$ cat src/rtl/stack_queue_ctrl.sv
// rtl/stack_queue_ctrl.sv - two-requester arbiter/sequencer for a shared LIFO/FIFO/buffer storage unit
// Optional STQ_CTRL_ERR_RSP_EN: grant illegal ops and answer them with an error response.
module stack_queue_ctrl #(
    parameter int DW     = 8,
    parameter int RD_LAT = 1
) (
    input  logic            CLK,
    input  logic            reset_n,
    input  logic [1:0]      req_valid,
    input  logic [1:0]      req_op,
    input  logic [2*DW-1:0] req_data,
    output logic [1:0]      req_ready,
    output logic            rsp_valid,
    output logic            rsp_id,
    output logic [DW-1:0]   rsp_data,
    output logic            rsp_err,
    input  logic            cfg_valid,
    input  logic [1:0]      cfg_mode,
    output logic            cfg_ready,
    output logic [1:0]      st_mode,
    output logic            st_en_lifo,
    output logic            st_en_fifo,
    output logic            st_en_buffer,
    output logic [DW-1:0]   st_din,
    output logic            st_push,
    output logic            st_pop,
    output logic            st_reset,
    input  logic            st_empty,
    input  logic            st_full,
    input  logic [DW-1:0]   st_dout,
    output logic            busy
);

    typedef enum logic [2:0] {
        S_IDLE, S_ISSUE, S_WAIT_RD, S_RESP, S_CLEAR, S_RECONF
    } state_t;

    localparam logic [1:0] LAT_INIT = 2'(RD_LAT - 1);

    state_t      state, next_state;
    logic [1:0]  grant;
    logic [1:0]  op_ok;
    logic [1:0]  cand;
    logic        gnt_id;
    logic        rr;
    logic        op_q;
    logic        id_q;
    logic [1:0]  lat_cnt;
    logic [1:0]  mode_q;
    logic [2:0]  en_q;

    // BUFFER mode never refuses; otherwise status decides legality
    always_comb begin
        for (int i = 0; i < 2; i++) begin
            op_ok[i] = (st_mode == 2'd2) || (req_op[i] ? !st_empty : !st_full);
        end
    end

`ifdef STQ_CTRL_ERR_RSP_EN
    logic err_q;
    assign cand = req_valid;
`else
    assign cand = req_valid & op_ok;
`endif

    assign gnt_id = grant[1];

    always_comb begin
        next_state = state;
        grant      = 2'b00;
        cfg_ready  = 1'b0;
        case (state)
            S_IDLE: begin
                if (cfg_valid) begin
                    if (cfg_mode == 2'd3) cfg_ready = 1'b1;
                    else                  next_state = S_CLEAR;
                end else begin
                    // rr holds the last winner; on contention the other one goes
                    if (cand == 2'b11) grant = rr ? 2'b01 : 2'b10;
                    else               grant = cand;
`ifdef STQ_CTRL_ERR_RSP_EN
                    if (grant != 2'b00 && op_ok[gnt_id]) next_state = S_ISSUE;
`else
                    if (grant != 2'b00) next_state = S_ISSUE;
`endif
                end
            end
            S_ISSUE:   next_state = op_q ? S_WAIT_RD : S_IDLE;
            S_WAIT_RD: if (lat_cnt == 2'd0) next_state = S_RESP;
            S_RESP:    next_state = S_IDLE;
            S_CLEAR:   next_state = S_RECONF;
            S_RECONF: begin
                next_state = S_IDLE;
                cfg_ready  = 1'b1;
            end
            default:   next_state = S_IDLE;
        endcase
    end

    always_ff @(posedge CLK or negedge reset_n) begin
        if (!reset_n) begin
            state    <= S_IDLE;
            rr       <= 1'b1;
            op_q     <= 1'b0;
            id_q     <= 1'b0;
            lat_cnt  <= 2'd0;
            mode_q   <= 2'd0;
            en_q     <= 3'b001;
            st_mode  <= 2'd0;
            st_reset <= 1'b1;
            st_din   <= '0;
            rsp_data <= '0;
            rsp_id   <= 1'b0;
        end else begin
            state    <= next_state;
            st_reset <= (next_state == S_CLEAR);
            if (grant != 2'b00) rr <= gnt_id;
            if (state == S_IDLE && next_state == S_ISSUE) begin
                op_q   <= req_op[gnt_id];
                id_q   <= gnt_id;
                st_din <= gnt_id ? req_data[2*DW-1:DW] : req_data[DW-1:0];
            end
            if (state == S_ISSUE) lat_cnt <= LAT_INIT;
            else if (state == S_WAIT_RD && lat_cnt != 2'd0) lat_cnt <= lat_cnt - 2'd1;
            if (state == S_WAIT_RD && lat_cnt == 2'd0) begin
                rsp_data <= st_dout;
                rsp_id   <= id_q;
            end
`ifdef STQ_CTRL_ERR_RSP_EN
            if (state == S_IDLE && grant != 2'b00 && !op_ok[gnt_id]) begin
                rsp_data <= '0;
                rsp_id   <= gnt_id;
            end
`endif
            if (state == S_IDLE && next_state == S_CLEAR) mode_q <= cfg_mode;
            // enables drop for the clear cycle, then come back one-hot in the new mode
            if (next_state == S_CLEAR) begin
                en_q <= 3'b000;
            end else if (next_state == S_RECONF) begin
                en_q    <= 3'b001 << mode_q;
                st_mode <= mode_q;
            end
        end
    end

`ifdef STQ_CTRL_ERR_RSP_EN
    always_ff @(posedge CLK or negedge reset_n) begin
        if (!reset_n) err_q <= 1'b0;
        else          err_q <= (state == S_IDLE) && (grant != 2'b00) && !op_ok[gnt_id];
    end
    assign rsp_valid = (state == S_RESP) || err_q;
    assign rsp_err   = err_q;
`else
    assign rsp_valid = (state == S_RESP);
    assign rsp_err   = 1'b0;
`endif

    assign req_ready    = grant;
    assign st_push      = (state == S_ISSUE) && !op_q;
    assign st_pop       = (state == S_ISSUE) && op_q;
    assign st_en_lifo   = en_q[0];
    assign st_en_fifo   = en_q[1];
    assign st_en_buffer = en_q[2];
    assign busy         = (state != S_IDLE);

endmodule

$ cat config.mk
export PLATFORM = sky130hd
export DESIGN_NAME = stack_queue_ctrl
export DESIGN_NICKNAME = d
export VERILOG_FILES = /design/src/rtl/stack_queue_ctrl.sv
export SDC_FILE = /design/constraint.sdc
export NUM_CORES = 1
export LEC_CHECK = 0
export BUFFER_PORTS_ARGS = -buffer_cell sky130_fd_sc_hd__buf_4
export CAP_MARGIN = 20
export CORE_MARGIN = 3
export CORE_UTILIZATION = 30
export CTS_CLUSTER_DIAMETER = 40
export DETAILED_ROUTE_END_ITERATION = 16
export GPL_ROUTABILITY_DRIVEN = 0
export GPL_TIMING_DRIVEN = 0
export HOLD_SLACK_MARGIN = 0.12
export SKIP_LAST_GASP = 1
export SLEW_MARGIN = 0
export SYNTH_ARGS = -nofsm -noshare
export SYNTH_HDL_FRONTEND = slang
export SYNTH_SLANG_ARGS = --single-unit
$ cat constraint.sdc
create_clock -name CLK -period 2.4 [get_ports CLK]
set_clock_uncertainty 0.1 [all_clocks]
set_input_delay 0.24 -clock CLK [delete_from_list [all_inputs] [get_ports CLK]]
set_output_delay 0.24 -clock CLK [all_outputs]
set_load 0.005 [all_outputs]
==> impl_results.md <==
- WP data arrival: 2.00 ns
- Reg2reg start: state[0]
- End of the worst register-to-register path: st_din[4]
- Psw: 907 uW
- Clock Latency Late Sink: 0.28 ns
- Routed wire length per instance: 14.1 um
- Clk buf depth: 2
- Die Y: 81.0 um
- VDD IR-drop max: 0.393 mV
- Pre-CTS WS: 0.132 ns
- CTS H-tree lvls: 2
- Net count, final: 285
- Clock share of power: 15.2%
- Top FF cell, synth: dfrtp_1
- FP Rows: 26
- Remaining DRCs: 0
- CP Launch Point: state[0]
- CP max FO: 10
- RSZ-0062 raised after global routing: yes
- YS warnings: 0
- Final Hold Viols: 0
- Critical Setup Path Class: flop to output pin
- Worst-Margin Slew: 0.499 ns
- Layout area overhead: 47.2%
- Core ar.: 5270 um2
- Total CTS buffers: 5
- First-pass GRT wire length: 6890 um
- Antenna-violating nets left: 0
- Yosys cell types: 42
- HP Class: input pin to flop
- Leak Pwr: 0.00111 uW
- Vias in the first global route: 1,475
- Mean Syn Cell Area: 10.3 um2
- Clk root buf: clkbuf_8
- Final setup viols: 0
- Routed WL: 4500 um
- Worst Setup End Kind: output pin
- Largest net degree at the start of global routing: 34
- R2R depth: 8
- Slew Viols, Final: 0
- CTS clock-pin slew for the worst setup and hold paths: 0.07 ns
- Diodes inserted: 0
- Logic pwr share: 47.6%
- Initial Util: 32.1%
- Initial antenna violation count: 0
- Syn Nets: 200
- P per Cell Area: 1050 nW/um2
- Internal: 1720 uW
- Number of synthesized flops with an enable pin: 0
- Sequential Power Share: 37.1%
- Max-cap violations: 0
- Final Util: 47.2%
- Layout cell share with drive strength beyond 1: 42.4%
- Status: finished, final reports clean
- WHS: 0.136 ns
- CP required: 2.06 ns
- I/O Pins: 66
- Setup TNS after final layout: 0 ns
- CTS tree: done
- Sw Ratio: 34.6%
- Max Freq: 428 MHz
- GRT Total Usage: 13.6%
- Vias: 1,559
- Total grt overflow: 0
- Crit path launch type: flop
- Total power: 2620 uW
- Post-DP HPWL: 3110 um
- Cells after synthesis: 164
- #FFs+latches synth: 33
- I/O Buffers: 64
- Fin crit period: 2.34 ns
- Max transition margin: 66.6%
- Ys async rst share: 100%
- Sequential fraction of the synthesis area: 49.1%
- Initial DRT Pass Iterations: 4
- Die width: 81.0 um
- Via density: 4.87
- Sinks on the clock net: 33
- Post-route setup slack: 0.0610 ns
- Setup crit end: req_ready[1]
- Fin crit share: 97.5%
- Setup slack, reg-to-reg: 0.19 ns
- Die area: 6570 um2
- Mapped cell area: 1690 um2
- DRT iter0 DRCs: 54
==> critical path, stage by stage (launching register included) <==
cell     delay [ns]
dfrtp_1        0.37
buf_6          0.13
or4_4          0.48
buf_6          0.15
a211o_1        0.26
buf_6          0.13
nor2_1         0.08
buf_4          0.12
==> through the flow <==
stage / area [um2] / instances
after floorplan: 1690 / 164
after global routing: 2490 / 320
after detailed placement: 2260 / 298
after global placement: 2260 / 298
final: 2490 / 320
after CTS: 2490 / 320
==> per-layer routing <==
metal / part of all wire (%) / wire (um) / track usage [%] / vias to the layer above
met3: 6.4 / 286 / 3.55 / 2
met1: 44 / 1980 / 17.5 / 745
met2: 49 / 2190 / 22.1 / 52
met4: 0.80 / 36 / 4.73 / 0
met5: 0 / 0 / 0 / -
li1: - / - / - / 760
==> how the worst min path moves through the flow <==
| stage | slack [ns] | endpoint | depth (start not counted) | startpoint |
|---|---|---|---|---|
| global placement | 0.11 | en_q[2] | 1 | reset_n |
| finish | 0.14 | st_din[3] | 3 | req_data[11] |
| CTS | 0.13 | st_din[3] | 3 | req_data[11] |
| floorplan | -0.16 | en_q[1] | 0 | reset_n |
| detailed placement | 0.11 | en_q[2] | 1 | reset_n |
| global route | 0.13 | st_din[3] | 3 | req_data[11] |
==> logic make-up after synthesis <==
kind of cell | after synthesis | synth area share (%)
compound gates | 42 | 16.9
other cells | 1 | 0.222
buf+inv | 21 | 6.59
mux | 16 | 10.6
fa+ha+maj | 1 | 0.741
flops | 33 | 49.1
simple gates | 50 | 15.9
==> registers in the layout (all words and copies together), names as in the netlist <==
register	cells
id_q	1
rsp_id	1
en_q	3
rsp_data	8
mode_q	2
st_din	8
op_q	1
state	3
rr	1
st_reset	1
st_mode	2
lat_cnt	2
==> power by group through the flow <==
stage	Combinational (uW)	Clock (uW)	Sequential, uW
2_1_floorplan	662	0	985
3_3_place_gp	1210	0	986
3_5_place_dp	1220	0	987
4_1_cts	1260	424	977
5_1_grt	1370	449	1010
6_report	1250	400	974
==> layout by cell type, fill, tap and decap left out, types with 2 or more instances in the layout <==
| master | instances |
|---|---|
| a21o_1 | 2 |
| a21oi_1 | 4 |
| a31oi_1 | 10 |
| and2_1 | 2 |
| buf_4 | 70 |
| buf_6 | 4 |
| clkbuf_1 | 6 |
| clkbuf_8 | 5 |
| clkinv_2 | 2 |
| dfrtp_1 | 30 |
| dfstp_2 | 3 |
| dlygate4sd3_1 | 11 |
| inv_1 | 9 |
| mux2_2 | 15 |
| nand2_1 | 8 |
| nand2b_1 | 5 |
| nand3_1 | 10 |
| nor2_1 | 6 |
| nor3_1 | 10 |
| o21ai_0 | 14 |
==> Yosys cell counts, types with 2 or more instances <==
library cell | n | area share [%]
mux2_2 | 15 | 10
a21oi_1 | 4 | 1.2
dfstp_2 | 3 | 4.7
o21ai_0 | 14 | 4.1
a21o_1 | 2 | 0.89
buf_6 | 3 | 2.0
nor2_1 | 6 | 1.3
a31oi_1 | 10 | 3.7
nor3_1 | 10 | 3.0
inv_1 | 9 | 2.0
dfrtp_1 | 30 | 44
nand2b_1 | 5 | 1.9
nand2_1 | 8 | 1.8
nand3_1 | 10 | 3.0
and2_1 | 2 | 0.74
buf_4 | 2 | 0.89
buf_2 | 2 | 0.59
clkbuf_1 | 5 | 1.1
==> layout make-up <==
cell class                 count  area [um2]
clock inverter                 2        10.0
tap                           70        87.6
buffer                        12        86.3
sequential                    33         830
fill                         528        2780
clock buffer                   6        72.6
multi-input combinational    110         753
inverter                       9        33.8
timing repair buffer          78         613
==> repair_timing <==
| action | 4_1_cts | 5_1_grt |
|---|---|---|
| hold buffers | 11 | 0 |
| pin swaps | 1 | 1 |
| setup endpoints to repair | 2 | 2 |
| hold endpoints to repair | 40 | 0 |
| resized for setup | 4 | 0 |
| gates cloned | 0 | 0 |
| setup buffers | 3 | 0 |
Note: power is estimated with default switching activity, not from simulation.
